`config.mk`:
```
export PLATFORM = sky130hd
export DESIGN_NAME = satatx_framearb
export DESIGN_NICKNAME = d
export VERILOG_FILES = /design/src/rtl/satatx_framearb.sv
export SDC_FILE = /design/constraint.sdc
export NUM_CORES = 1
export LEC_CHECK = 0
export ABC_AREA = 1
export BUFFER_PORTS_ARGS = -buffer_cell sky130_fd_sc_hd__buf_4
export CAP_MARGIN = 5
export CORE_MARGIN = 2
export CORE_UTILIZATION = 40
export DETAILED_ROUTE_END_ITERATION = 7
export PLACE_DENSITY = 0.75
export SLEW_MARGIN = 10
export SYNTH_ARGS = -nofsm -noshare
export SYNTH_HDL_FRONTEND = slang
export SYNTH_SLANG_ARGS = --single-unit
```
`constraint.sdc`:
```
create_clock -name S_AXI_ACLK -period 1.92 [get_ports S_AXI_ACLK]
set_input_delay 0.096 -clock S_AXI_ACLK [delete_from_list [all_inputs] [get_ports S_AXI_ACLK]]
set_output_delay 0.096 -clock S_AXI_ACLK [all_outputs]
set_load 0.01 [all_outputs]
```
`src/rtl/satatx_framearb.sv`:
```
// rtl/satatx_framearb.sv - two-source SATA TX frame arbiter feeding the CRC generator stream
// Optional feature macro: SATA_ARB_RR_EN (round-robin tie-break; fixed S0 priority when undefined)
module satatx_framearb #(
    parameter int GAP_CYCLES = 4,
    parameter int LGMAXLEN   = 12,
    parameter int MAX_DWORDS = 2049
) (
    input  logic        S_AXI_ACLK,
    input  logic        S_AXI_ARESETN,
    input  logic        S0_AXIS_TVALID,
    output logic        S0_AXIS_TREADY,
    input  logic [31:0] S0_AXIS_TDATA,
    input  logic        S0_AXIS_TLAST,
    input  logic        S1_AXIS_TVALID,
    output logic        S1_AXIS_TREADY,
    input  logic [31:0] S1_AXIS_TDATA,
    input  logic        S1_AXIS_TLAST,
    output logic        M_AXIS_TVALID,
    input  logic        M_AXIS_TREADY,
    output logic [31:0] M_AXIS_TDATA,
    output logic        M_AXIS_TLAST,
    input  logic        i_hold,
    output logic [1:0]  o_grant,
    output logic        o_busy,
    output logic        o_overlength
);

    // Gap counter runs 0..GAP_CYCLES-1; keep at least one bit so GAP_CYCLES of 0 or 1 still elaborates.
    localparam int                  GW          = (GAP_CYCLES > 1) ? $clog2(GAP_CYCLES) : 1;
    localparam logic [GW-1:0]       LP_GAP_LAST = GW'((GAP_CYCLES > 0) ? (GAP_CYCLES - 1) : 0);
    localparam logic [LGMAXLEN-1:0] LP_OVL_AT   = LGMAXLEN'(MAX_DWORDS);
    localparam logic [LGMAXLEN-1:0] LP_CNT_SAT  = {LGMAXLEN{1'b1}};

    typedef enum logic [1:0] {
        S_IDLE  = 2'd0,
        S_FRAME = 2'd1,
        S_FLUSH = 2'd2,
        S_GAP   = 2'd3
    } state_t;

    state_t              r_state;
    state_t              w_state_next;
    logic [1:0]          r_grant;
    logic [1:0]          w_grant_next;
    logic                w_grant_load;
    logic                w_pick_s1;

    logic                r_m_tvalid;
    logic [31:0]         r_m_tdata;
    logic                r_m_tlast;

    logic [LGMAXLEN-1:0] r_beats;
    logic                r_overlength;
    logic [GW-1:0]       r_gap_cnt;

    logic                w_m_free;
    logic                w_s0_ready;
    logic                w_s1_ready;
    logic                w_accept;
    logic [31:0]         w_in_data;
    logic                w_in_last;
    logic                w_out_last_hs;
    logic                w_gap_done;

    // The output register can take a new beat when empty or when its current beat is leaving.
    assign w_m_free      = !r_m_tvalid || M_AXIS_TREADY;
    assign w_s0_ready    = (r_state == S_FRAME) && r_grant[0] && w_m_free;
    assign w_s1_ready    = (r_state == S_FRAME) && r_grant[1] && w_m_free;
    assign w_accept      = (w_s0_ready && S0_AXIS_TVALID) || (w_s1_ready && S1_AXIS_TVALID);
    assign w_in_data     = r_grant[1] ? S1_AXIS_TDATA : S0_AXIS_TDATA;
    assign w_in_last     = r_grant[1] ? S1_AXIS_TLAST : S0_AXIS_TLAST;
    assign w_out_last_hs = r_m_tvalid && M_AXIS_TREADY && r_m_tlast;
    assign w_gap_done    = (r_gap_cnt == LP_GAP_LAST);

`ifdef SATA_ARB_RR_EN
    logic r_last_s1;

    // On a tie, hand the link to whichever source did not win the previous grant.
    assign w_pick_s1 = S1_AXIS_TVALID && (!S0_AXIS_TVALID || !r_last_s1);

    // Remember the last winner; starting at S1 lets S0 take the first tie after reset.
    always_ff @(posedge S_AXI_ACLK or negedge S_AXI_ARESETN) begin
        if (!S_AXI_ARESETN) begin
            r_last_s1 <= 1'b1;
        end else if (w_grant_load) begin
            r_last_s1 <= w_pick_s1;
        end
    end
`else
    // Fixed priority: S1 only wins when S0 has nothing to send.
    assign w_pick_s1 = S1_AXIS_TVALID && !S0_AXIS_TVALID;
`endif

    // Frame sequencing: arbitrate, pass one whole frame, drain it, then hold the idle gap.
    always_comb begin
        w_state_next = r_state;
        w_grant_next = r_grant;
        w_grant_load = 1'b0;
        case (r_state)
            S_IDLE: begin
                if (!i_hold && (S0_AXIS_TVALID || S1_AXIS_TVALID)) begin
                    w_state_next = S_FRAME;
                    w_grant_load = 1'b1;
                    w_grant_next = w_pick_s1 ? 2'b10 : 2'b01;
                end
            end
            S_FRAME: begin
                if (w_accept && w_in_last) begin
                    w_state_next = S_FLUSH;
                end
            end
            S_FLUSH: begin
                if (w_out_last_hs) begin
                    w_grant_next = 2'b00;
                    w_state_next = (GAP_CYCLES > 0) ? S_GAP : S_IDLE;
                end
            end
            S_GAP: begin
                if (w_gap_done) begin
                    w_state_next = S_IDLE;
                end
            end
            default: begin
                w_state_next = S_IDLE;
                w_grant_next = 2'b00;
            end
        endcase
    end

    // State and owner registers.
    always_ff @(posedge S_AXI_ACLK or negedge S_AXI_ARESETN) begin
        if (!S_AXI_ARESETN) begin
            r_state <= S_IDLE;
            r_grant <= 2'b00;
        end else begin
            r_state <= w_state_next;
            r_grant <= w_grant_next;
        end
    end

    // Idle-gap timer: held at zero outside the gap, stops at its last value until the state leaves.
    always_ff @(posedge S_AXI_ACLK or negedge S_AXI_ARESETN) begin
        if (!S_AXI_ARESETN) begin
            r_gap_cnt <= '0;
        end else if (r_state != S_GAP) begin
            r_gap_cnt <= '0;
        end else if (!w_gap_done) begin
            r_gap_cnt <= r_gap_cnt + 1'b1;
        end
    end

    // Output stage: load on accept, hold while stalled, otherwise empty with data zeroed.
    always_ff @(posedge S_AXI_ACLK or negedge S_AXI_ARESETN) begin
        if (!S_AXI_ARESETN) begin
            r_m_tvalid <= 1'b0;
            r_m_tdata  <= 32'd0;
            r_m_tlast  <= 1'b0;
        end else if (w_accept) begin
            r_m_tvalid <= 1'b1;
            r_m_tdata  <= w_in_data;
            r_m_tlast  <= w_in_last;
        end else if (w_m_free) begin
            r_m_tvalid <= 1'b0;
            r_m_tdata  <= 32'd0;
            r_m_tlast  <= 1'b0;
        end
    end

    // Beat counter per frame; saturates so very long frames cannot wrap back under the limit.
    always_ff @(posedge S_AXI_ACLK or negedge S_AXI_ARESETN) begin
        if (!S_AXI_ARESETN) begin
            r_beats <= '0;
        end else if (w_grant_load) begin
            r_beats <= '0;
        end else if (w_accept && (r_beats != LP_CNT_SAT)) begin
            r_beats <= r_beats + 1'b1;
        end
    end

    // Single pulse when the beat that crosses the length limit is accepted; the frame itself is untouched.
    always_ff @(posedge S_AXI_ACLK or negedge S_AXI_ARESETN) begin
        if (!S_AXI_ARESETN) begin
            r_overlength <= 1'b0;
        end else begin
            r_overlength <= w_accept && (r_beats == LP_OVL_AT) && (r_beats != LP_CNT_SAT);
        end
    end

    assign S0_AXIS_TREADY = w_s0_ready;
    assign S1_AXIS_TREADY = w_s1_ready;
    assign M_AXIS_TVALID  = r_m_tvalid;
    assign M_AXIS_TDATA   = r_m_tdata;
    assign M_AXIS_TLAST   = r_m_tlast;
    assign o_grant        = r_grant;
    assign o_busy         = (r_state != S_IDLE);
    assign o_overlength   = r_overlength;

endmodule

```
* Word level (Yosys, flattened, before mapping)
Index checks and enable logic that the tools add are counted.
Storage, ports and cells: register bits 53, latch bits 0, RAM bits 0, memory bits (read-only) 0, input bits 72, output and inout port bits 40, word-level logic and storage cells 71, memories kept 0
Operators by class: $add $sub $neg 2, multipliers 0, div/mod/pow operators 0, $lt $le $gt $ge 0, eq/ne operators 12, shifts and indexed selects 0, mux-type cells 22, bitwise logic cells 0, reductions and logical operators 27
Operators by type and width (count):
- 2-to-1 mux 32 bit | 3
- 2-to-1 mux 12 bit | 2
- 2-to-1 mux 2 bit | 9
- logical AND 1 bit | 14
- adder 12 x 1 -> 12 bit (second input constant) | 1
- == test 12 bit (second input constant) | 1
- != test 12 bit (second input constant) | 1
- != test 2 bit (second input constant) | 4
- case mux 2 bit (4 select lines) | 1
- nonzero test 2 bit | 4
- == test 2 bit (second input constant) | 3
- 2-to-1 mux 1 bit | 6
- != test 2 x 1 -> 1 bit (second input constant) | 2
- case mux 2 bit (2 select lines) | 1
- AND reduction 4 bit | 1
- zero test 1 bit | 3
- logical OR 1 bit | 3
- AND reduction 3 bit | 1
- adder 2 x 1 -> 2 bit (second input constant) | 1
- == test 2 x 1 -> 1 bit (second input constant) | 1
- zero test 2 bit | 1

* Logic depth before layout (Yosys ltp)
Gate-level depths: netlist of the first run.
depth after elaboration 8, gate-level depth with buffers 11, gate-level depth less buffers 11

* Least setup slack after synthesis of the first run
OpenSTA, ideal clock, no wires.
path kind register to register, start point register r_state[0], end point register r_beats[2], setup time 0.118 ns, arrival time 1.324 ns, required time 1.802 ns, setup slack 0.478 ns, stages on the path, launching flop included 10, path buffers 0, period minus slack after synthesis 1.442 ns, cells stage by stage dfrtp_1 > inv_1 > ha_1 > inv_1 > nor2_1 > inv_2 > nand2_4 > inv_8 > nand2_1 > nand2_1
On the way: word-level cells in the longest chain between the ends 7, elaborated cells on any way between the ends 13, those cells by class 1 x eq/ne; 2 x mux; 10 x reduce/logical
RTL lines:
- from (decl) | line 41 | state_t r_state;
- from (signal assigned) | line 136 | r_state <= w_state_next;
- == test 2 x 1 -> 1 bit | line 67, 68
- logical AND 1 bit (on tied branches) (2 in a row) | line 67, 68
- logical AND 1 bit | line 69 | assign w_accept = (w_s0_ready && S0_AXIS_TVALID) || (w_s1_ready && S1_AXIS_TVALID);
- logical OR 1 bit | line 69
- logical AND 1 bit | line 175 | end else if (w_accept && (r_beats != LP_CNT_SAT)) begin
- nonzero test 2 bit (no source line)
- to (signal assigned) | line 176 | r_beats <= r_beats + 1'b1;
- to (decl) | line 52 | logic [LGMAXLEN-1:0] r_beats;
Several ways; a longest one is shown, not always the timed one. A chain may end at the register's enable or synchronous reset.

* Worst setup path after layout of the first run
Ends and elaborated chain as after synthesis.

==> flow_summary.ini, run 1 <==
[synthesis]
synth_edf_count = 0
yosysMostFrequentCell = nand2_1
syn_area_sq_mm = 0.00297
syn-num-nets = 477
synth_area_leaders = dfrtp_1 (45%), nand2_1 (20%), o211ai_1 (8.1%), inv_1 (6.8%), ha_1 (3.4%)
ys_ff_latch = 53
synth-warning-count = 0
synthFlopType = dfrtp_1
ys_types = 24
ys_async_sr_fraction_pct = 100
synth_commonest_cells = nand2_1 (161), inv_1 (54), dfrtp_1 (53)
ys_seq_area_share_pct = 44.7
syn_inst = 397
syn_avg_cell_area_sq_um = 7.48
synth_top_area_cell = dfrtp_1
synth_top_area_share_pct = 44.7

[setup_path]
critical_path_required_ns = 2.12
r2r_end = r_beats[2]
r2r_start = r_state[0]
cp_slowest_cell = dfrtp_1
r2r_setup_slack_ns = 0.28
startpoint_type = flop
path_class = reg2reg
reg2regPathDepth = 9
end_kind = flop
cp_max_fo = 10
max_stage_delay_ns = 0.43
worstPathArrival_ns = 1.83
cp_cell_sequence = inv_1, ha_1, inv_1, nor2_1, inv_2, nand2_4, inv_8, nand2_1, nand2_1

[power_and_ir_drop]
finalPower_mw = 3.85
power_density_mw_per_mm2 = 959
ir_drop_v = 0.000464
p_leak_nw = 2.24

[die]
core_sq_mm = 0.00721
die_w_um = 90.2
core.rowCount = 31
die-area_sq_mm = 0.00813
die_height_um = 90.2
pin_count = 112
initial_core_util_pct = 41.2

[finish]
area_growth_pct = 35.0
n_fill_cell = 683
antenna_cells = 0
layoutNonFillerInstCount = 607
drive_above_1_share_pct = 27.6
nets = 587
fin_area_sq_mm = 0.00401

[clock_tree]
cts_hold_buf = 1
clock_latency_ns = 0.30
clock-sinks = 53
cts_tree = yes
cts_resized = 0
cts-root-buf = clkbuf_8
htreeDepth = 2
path_clk_slew_ns = 0.09
clk_path_buf_depth = 2
cts_made_buffers = 5
cts_setup_buffers = 0

[placement]
post-place-ws_ns = 0.299
hpwl_mm = 5.60
dp.cells = 598
placed_area_sq_mm = 0.00391
gp_congestion = 0.851
portBuffers = 111

[global_routing]
gr-total-overflow = 0
grt_antenna_before_repair = 0
grt_pass1_wl_mm = 12.6
grt_pass1_vias = 2702
grt_usage_pct = 18.4
grt_max_degree = 54

[hold_path]
min_path_cells = 3
min_path_type = in2reg
hold_end = M_AXIS_TDATA[6]
min-delay-start = S0_AXIS_TDATA[6]

[sta]
min_period_ns = 1.64
fin_setup_tns_ns = 0
finalClockSkew_ns = 0.00408
worst_slew_pin_slew_ns = 0.659
rsz0062_at_grt = false
final_max_slew_viol_count = 0
fmax_mhz = 611
relSlewSlack_pct = 56.1
setup_viol = 0
finalHoldViolCount = 0
post-route-period-util_pct = 85.2
fin_ws_ns = 0.284

[routing]
drc = 0
dr.pass1.iters = 4
routedWlPerCell_um = 12.1
route.vias.total = 2902
routed_wl_mm = 7.35
drtIter0Drc = 138
ant_nets = 0
via_per_inst = 4.78

[status]
status = completed

[run]
drv_cap = 0
## worst max-delay path by stage
stage | startpoint | endpoint | slack (ns) | depth (start not counted)
floorplan | r_state[0] | r_beats[2] | 0.48 | 9
global placement | r_state[0] | r_beats[10] | 0.32 | 9
detailed placement | r_state[0] | r_beats[4] | 0.30 | 9
CTS | r_state[0] | r_beats[9] | 0.28 | 9
global route | r_state[1] | r_beats[8] | 0.14 | 10
finish | r_state[0] | r_beats[2] | 0.28 | 9
## layer usage
layer,vias up,GRT usage (%),share of wire [%]
met1,1308,24.5,45
met3,9,5.45,7.9
li1,1468,-,-
met4,0,4.36,1.0
met2,117,29.7,46
met5,-,0,0
## cell type report
type | count | area, sq um | area share [%]
Sequential cell | 53 | 1330 | 33.1
Tap cell | 99 | 124 | 3.09
Clock buffer | 6 | 72.6 | 1.81
Inverter | 59 | 229 | 5.71
Multi-Input combinational cell | 272 | 1360 | 33.8
Timing Repair Buffer | 116 | 886 | 22.1
Clock inverter | 2 | 15.0 | 0.374
## flip-flops by register name, summed over array words and instances (netlist names)
| name | count |
|---|---|
| M_AXIS_TDATA | 32 |
| r_state | 2 |
| r_beats | 12 |
| o_overlength | 1 |
| o_grant | 2 |
| M_AXIS_TVALID | 1 |
| r_gap_cnt | 2 |
| M_AXIS_TLAST | 1 |
## worst max-delay path, delay by kind of cell, from the launching register on
kind          cells  cell delay, ns
flops             1            0.43
buf+inv           4            0.43
fa+ha+maj         1            0.24
simple gates      4            0.44
## through the flow
step / hold WS (ns) / util (%)
finish: 0.0267 / 55.6
floorplan: -0.200 / -
global route: 0.0203 / 55.6
detailed placement: 0.184 / 54.2
CTS: 0.0163 / 55.6
global placement: 0.177 / 54.2
## report_power, final
group	switching, mW	leakage (nW)	internal, mW
Clock	0.357	0.0374	0.258
Combinational	1.01	1.48	0.693
Sequential	0.199	0.725	1.33
## cells in the final DEF, fill, tap and decap left out, drive strengths merged
cell / instances
a21oi: 2
buf: 115
clkbuf: 6
clkinv: 2
clkinvlp: 2
dfrtp: 53
dlygate4sd3: 1
ha: 8
inv: 57
nand2: 170
nand3: 18
nand4: 11
nor2: 18
nor4: 1
o211ai: 32
o21ai: 7
o21bai: 2
or2: 1
xnor2: 2
## cells by family after synthesis
group                    Yosys count  synth area share, %
buffers and inverters             72                 9.65
AND/OR/NAND/NOR                  219                 31.6
flip-flops                        53                 44.7
adder cells (fa/ha/maj)            8                 3.37
XOR/XNOR                           2                0.590
AO/OA/AOI/OAI                     43                 10.1
(Power assumes the default switching activity.)
==> run 2, diff against run 1 <==
--- a/config.mk
+++ b/config.mk
@@ -8,10 +8,12 @@
 export ABC_AREA = 1
 export BUFFER_PORTS_ARGS = -buffer_cell sky130_fd_sc_hd__buf_4
 export CAP_MARGIN = 5
+export CORE_ASPECT_RATIO = 0.7
 export CORE_MARGIN = 2
 export CORE_UTILIZATION = 40
 export DETAILED_ROUTE_END_ITERATION = 7
-export PLACE_DENSITY = 0.75
+export PLACE_DENSITY = 0.76
+export REMOVE_ABC_BUFFERS = 1
 export SLEW_MARGIN = 10
 export SYNTH_ARGS = -nofsm -noshare
 export SYNTH_HDL_FRONTEND = slang
==> run 2 against run 1 <==
First-iteration DRC count increased by 43%. Combinational power about the same. Non-clock buffer count shrank 1. Core utilization up 0.090 points. Sequential cell count unchanged. Final cell count decreased by 0.33%. Die area up 0.13%. Worst hold slack worse by 0.017 ns. Register-to-register slack hardly changed. Routed wire length grew 1.0%. Sequential share of layout area fell by 0.24 points. Largest power group unchanged.
==> flow_summary.ini, run 2 (synthesized netlist as in run 1, its figures left out) <==
[sta]
finalClockSkew_ns = 0.0155
fin_setup_tns_ns = 0
fmax_mhz = 607
fin_hold_ws_ns = 0.00978
rsz0062_at_grt = false
post-route-period-util_pct = 85.9
relSlewSlack_pct = 55.5
finalHoldViolCount = 0
final_max_slew_viol_count = 0
min_period_ns = 1.65
worst_slew_pin_slew_ns = 0.668
setup_viol = 0

[clock_tree]
cts_made_buffers = 5
clock_latency_ns = 0.31
htreeDepth = 2
path_clk_slew_ns = 0.10
cts-root-buf = clkbuf_8
clk_path_buf_depth = 2
cts_setup_buffers = 0
clock-sinks = 53
cts_tree = yes

[routing]
ant_nets = 0
drtIter0Drc = 197
drc = 0
dr.pass1.iters = 5
routedWlPerCell_um = 12.3
routed_wl_mm = 7.42
route.vias.total = 2908
via_per_inst = 4.81

[global_routing]
grt_max_degree = 54
gr-total-overflow = 0
grt_antenna_before_repair = 0
grt_pass1_vias = 2663
grt_usage_pct = 18.3
grt_pass1_wl_mm = 12.3

[setup_path]
startpoint_type = flop
reg2regPathDepth = 8
worstPathArrival_ns = 1.82
r2r_setup_slack_ns = 0.27
r2r_end = o_overlength
critical_path_required_ns = 2.09
end_kind = flop
r2r_start = r_state[1]
path_class = reg2reg
cp_max_fo = 4

[power_and_ir_drop]
finalPower_mw = 4.02
power_density_mw_per_mm2 = 996
ir_drop_v = 0.000528
p_leak_nw = 2.26

[placement]
gp_congestion = 1.01
hpwl_mm = 5.50
portBuffers = 111

[finish]
nets = 586
largest_reg_flops = 32
final_common_cell = nand2_1
n_fill_cell = 653
drive_above_1_share_pct = 27.6
area_growth_pct = 36.0
antenna_cells = 0
layout_common_cells = nand2_1 (161), buf_4 (112), inv_1 (54)

[die]
die_w_um = 107
pin_count = 112
die-area_sq_mm = 0.00814
core.rowCount = 26
die_height_um = 76.1
initial_core_util_pct = 40.9
core_sq_mm = 0.00725

[status]
status = completed

[hold_path]
min_path_cells = 3
min-delay-start = S0_AXIS_TDATA[16]
min_path_type = in2reg
hold_end = M_AXIS_TDATA[16]

[run]
drv_cap = 0
-- run 2: how the worst max path moves through the flow --
stage / endpoint / slack, ns / start
6_report: o_overlength / 0.27 / r_state[1]
5_1_grt: r_beats[4] / 0.08 / r_state[0]
4_1_cts: r_beats[0] / 0.27 / r_state[1]
3_5_place_dp: r_state[0] / 0.29 / r_state[1]
3_3_place_gp: r_beats[4] / 0.35 / r_state[0]
2_1_floorplan: r_state[0] / -0.47 / o_grant[1]
-- run 2: power breakdown --
group / internal (mW) / switching [mW] / total [mW]
Clock: 0.391 / 0.381 / 0.773
Sequential: 1.33 / 0.208 / 1.54
Combinational: 0.707 / 1.00 / 1.71
Total: 2.43 / 1.59 / 4.02
-- run 2: final cells by class --
type,instances,area (sq um),share of cell area (%)
flip-flops and latches,53,1330,32.9
multi-input cells,272,1360,33.6
clock inverters,3,43.8,1.08
clock buffers,5,68.8,1.70
inverters,59,229,5.67
well taps,98,123,3.04
repair buffers,115,891,22.1
-- run 2: timing repair --
action	in CTS	in global routing
hold buffers	1	0
hold endpoints to repair	53	0
gates resized for setup	0	0
-- run 2: routing by layer --
metal,GRT usage [%],vias up,wire (um)
li1,-,1472,-
met5,0,-,0
met4,3.64,0,66
met2,29.8,99,3240
met3,4.11,9,543
met1,25.2,1328,3570
-- run 2: per-stage QoR --
stage | worst slack [ns] | util [%] | cells | area [sq um]
after global placement | 0.349 | 54.0 | 596 | 3920
after CTS | 0.270 | 55.7 | 605 | 4040
after global routing | 0.0806 | 55.7 | 605 | 4040
final | 0.272 | 55.7 | 605 | 4040
after floorplan | -0.471 | - | 384 | 2910
after detailed placement | 0.291 | 54.0 | 596 | 3920
-- run 2: worst max-delay path, stage by stage, from the launching register on --
cell and delay (ns):
dfrtp_1 0.42, inv_1 0.11, ha_1 0.21, nand2_1 0.09, inv_1 0.06, nand3_1 0.12, nand2_4 0.14, nand2_4 0.07
nor4_1 0.28
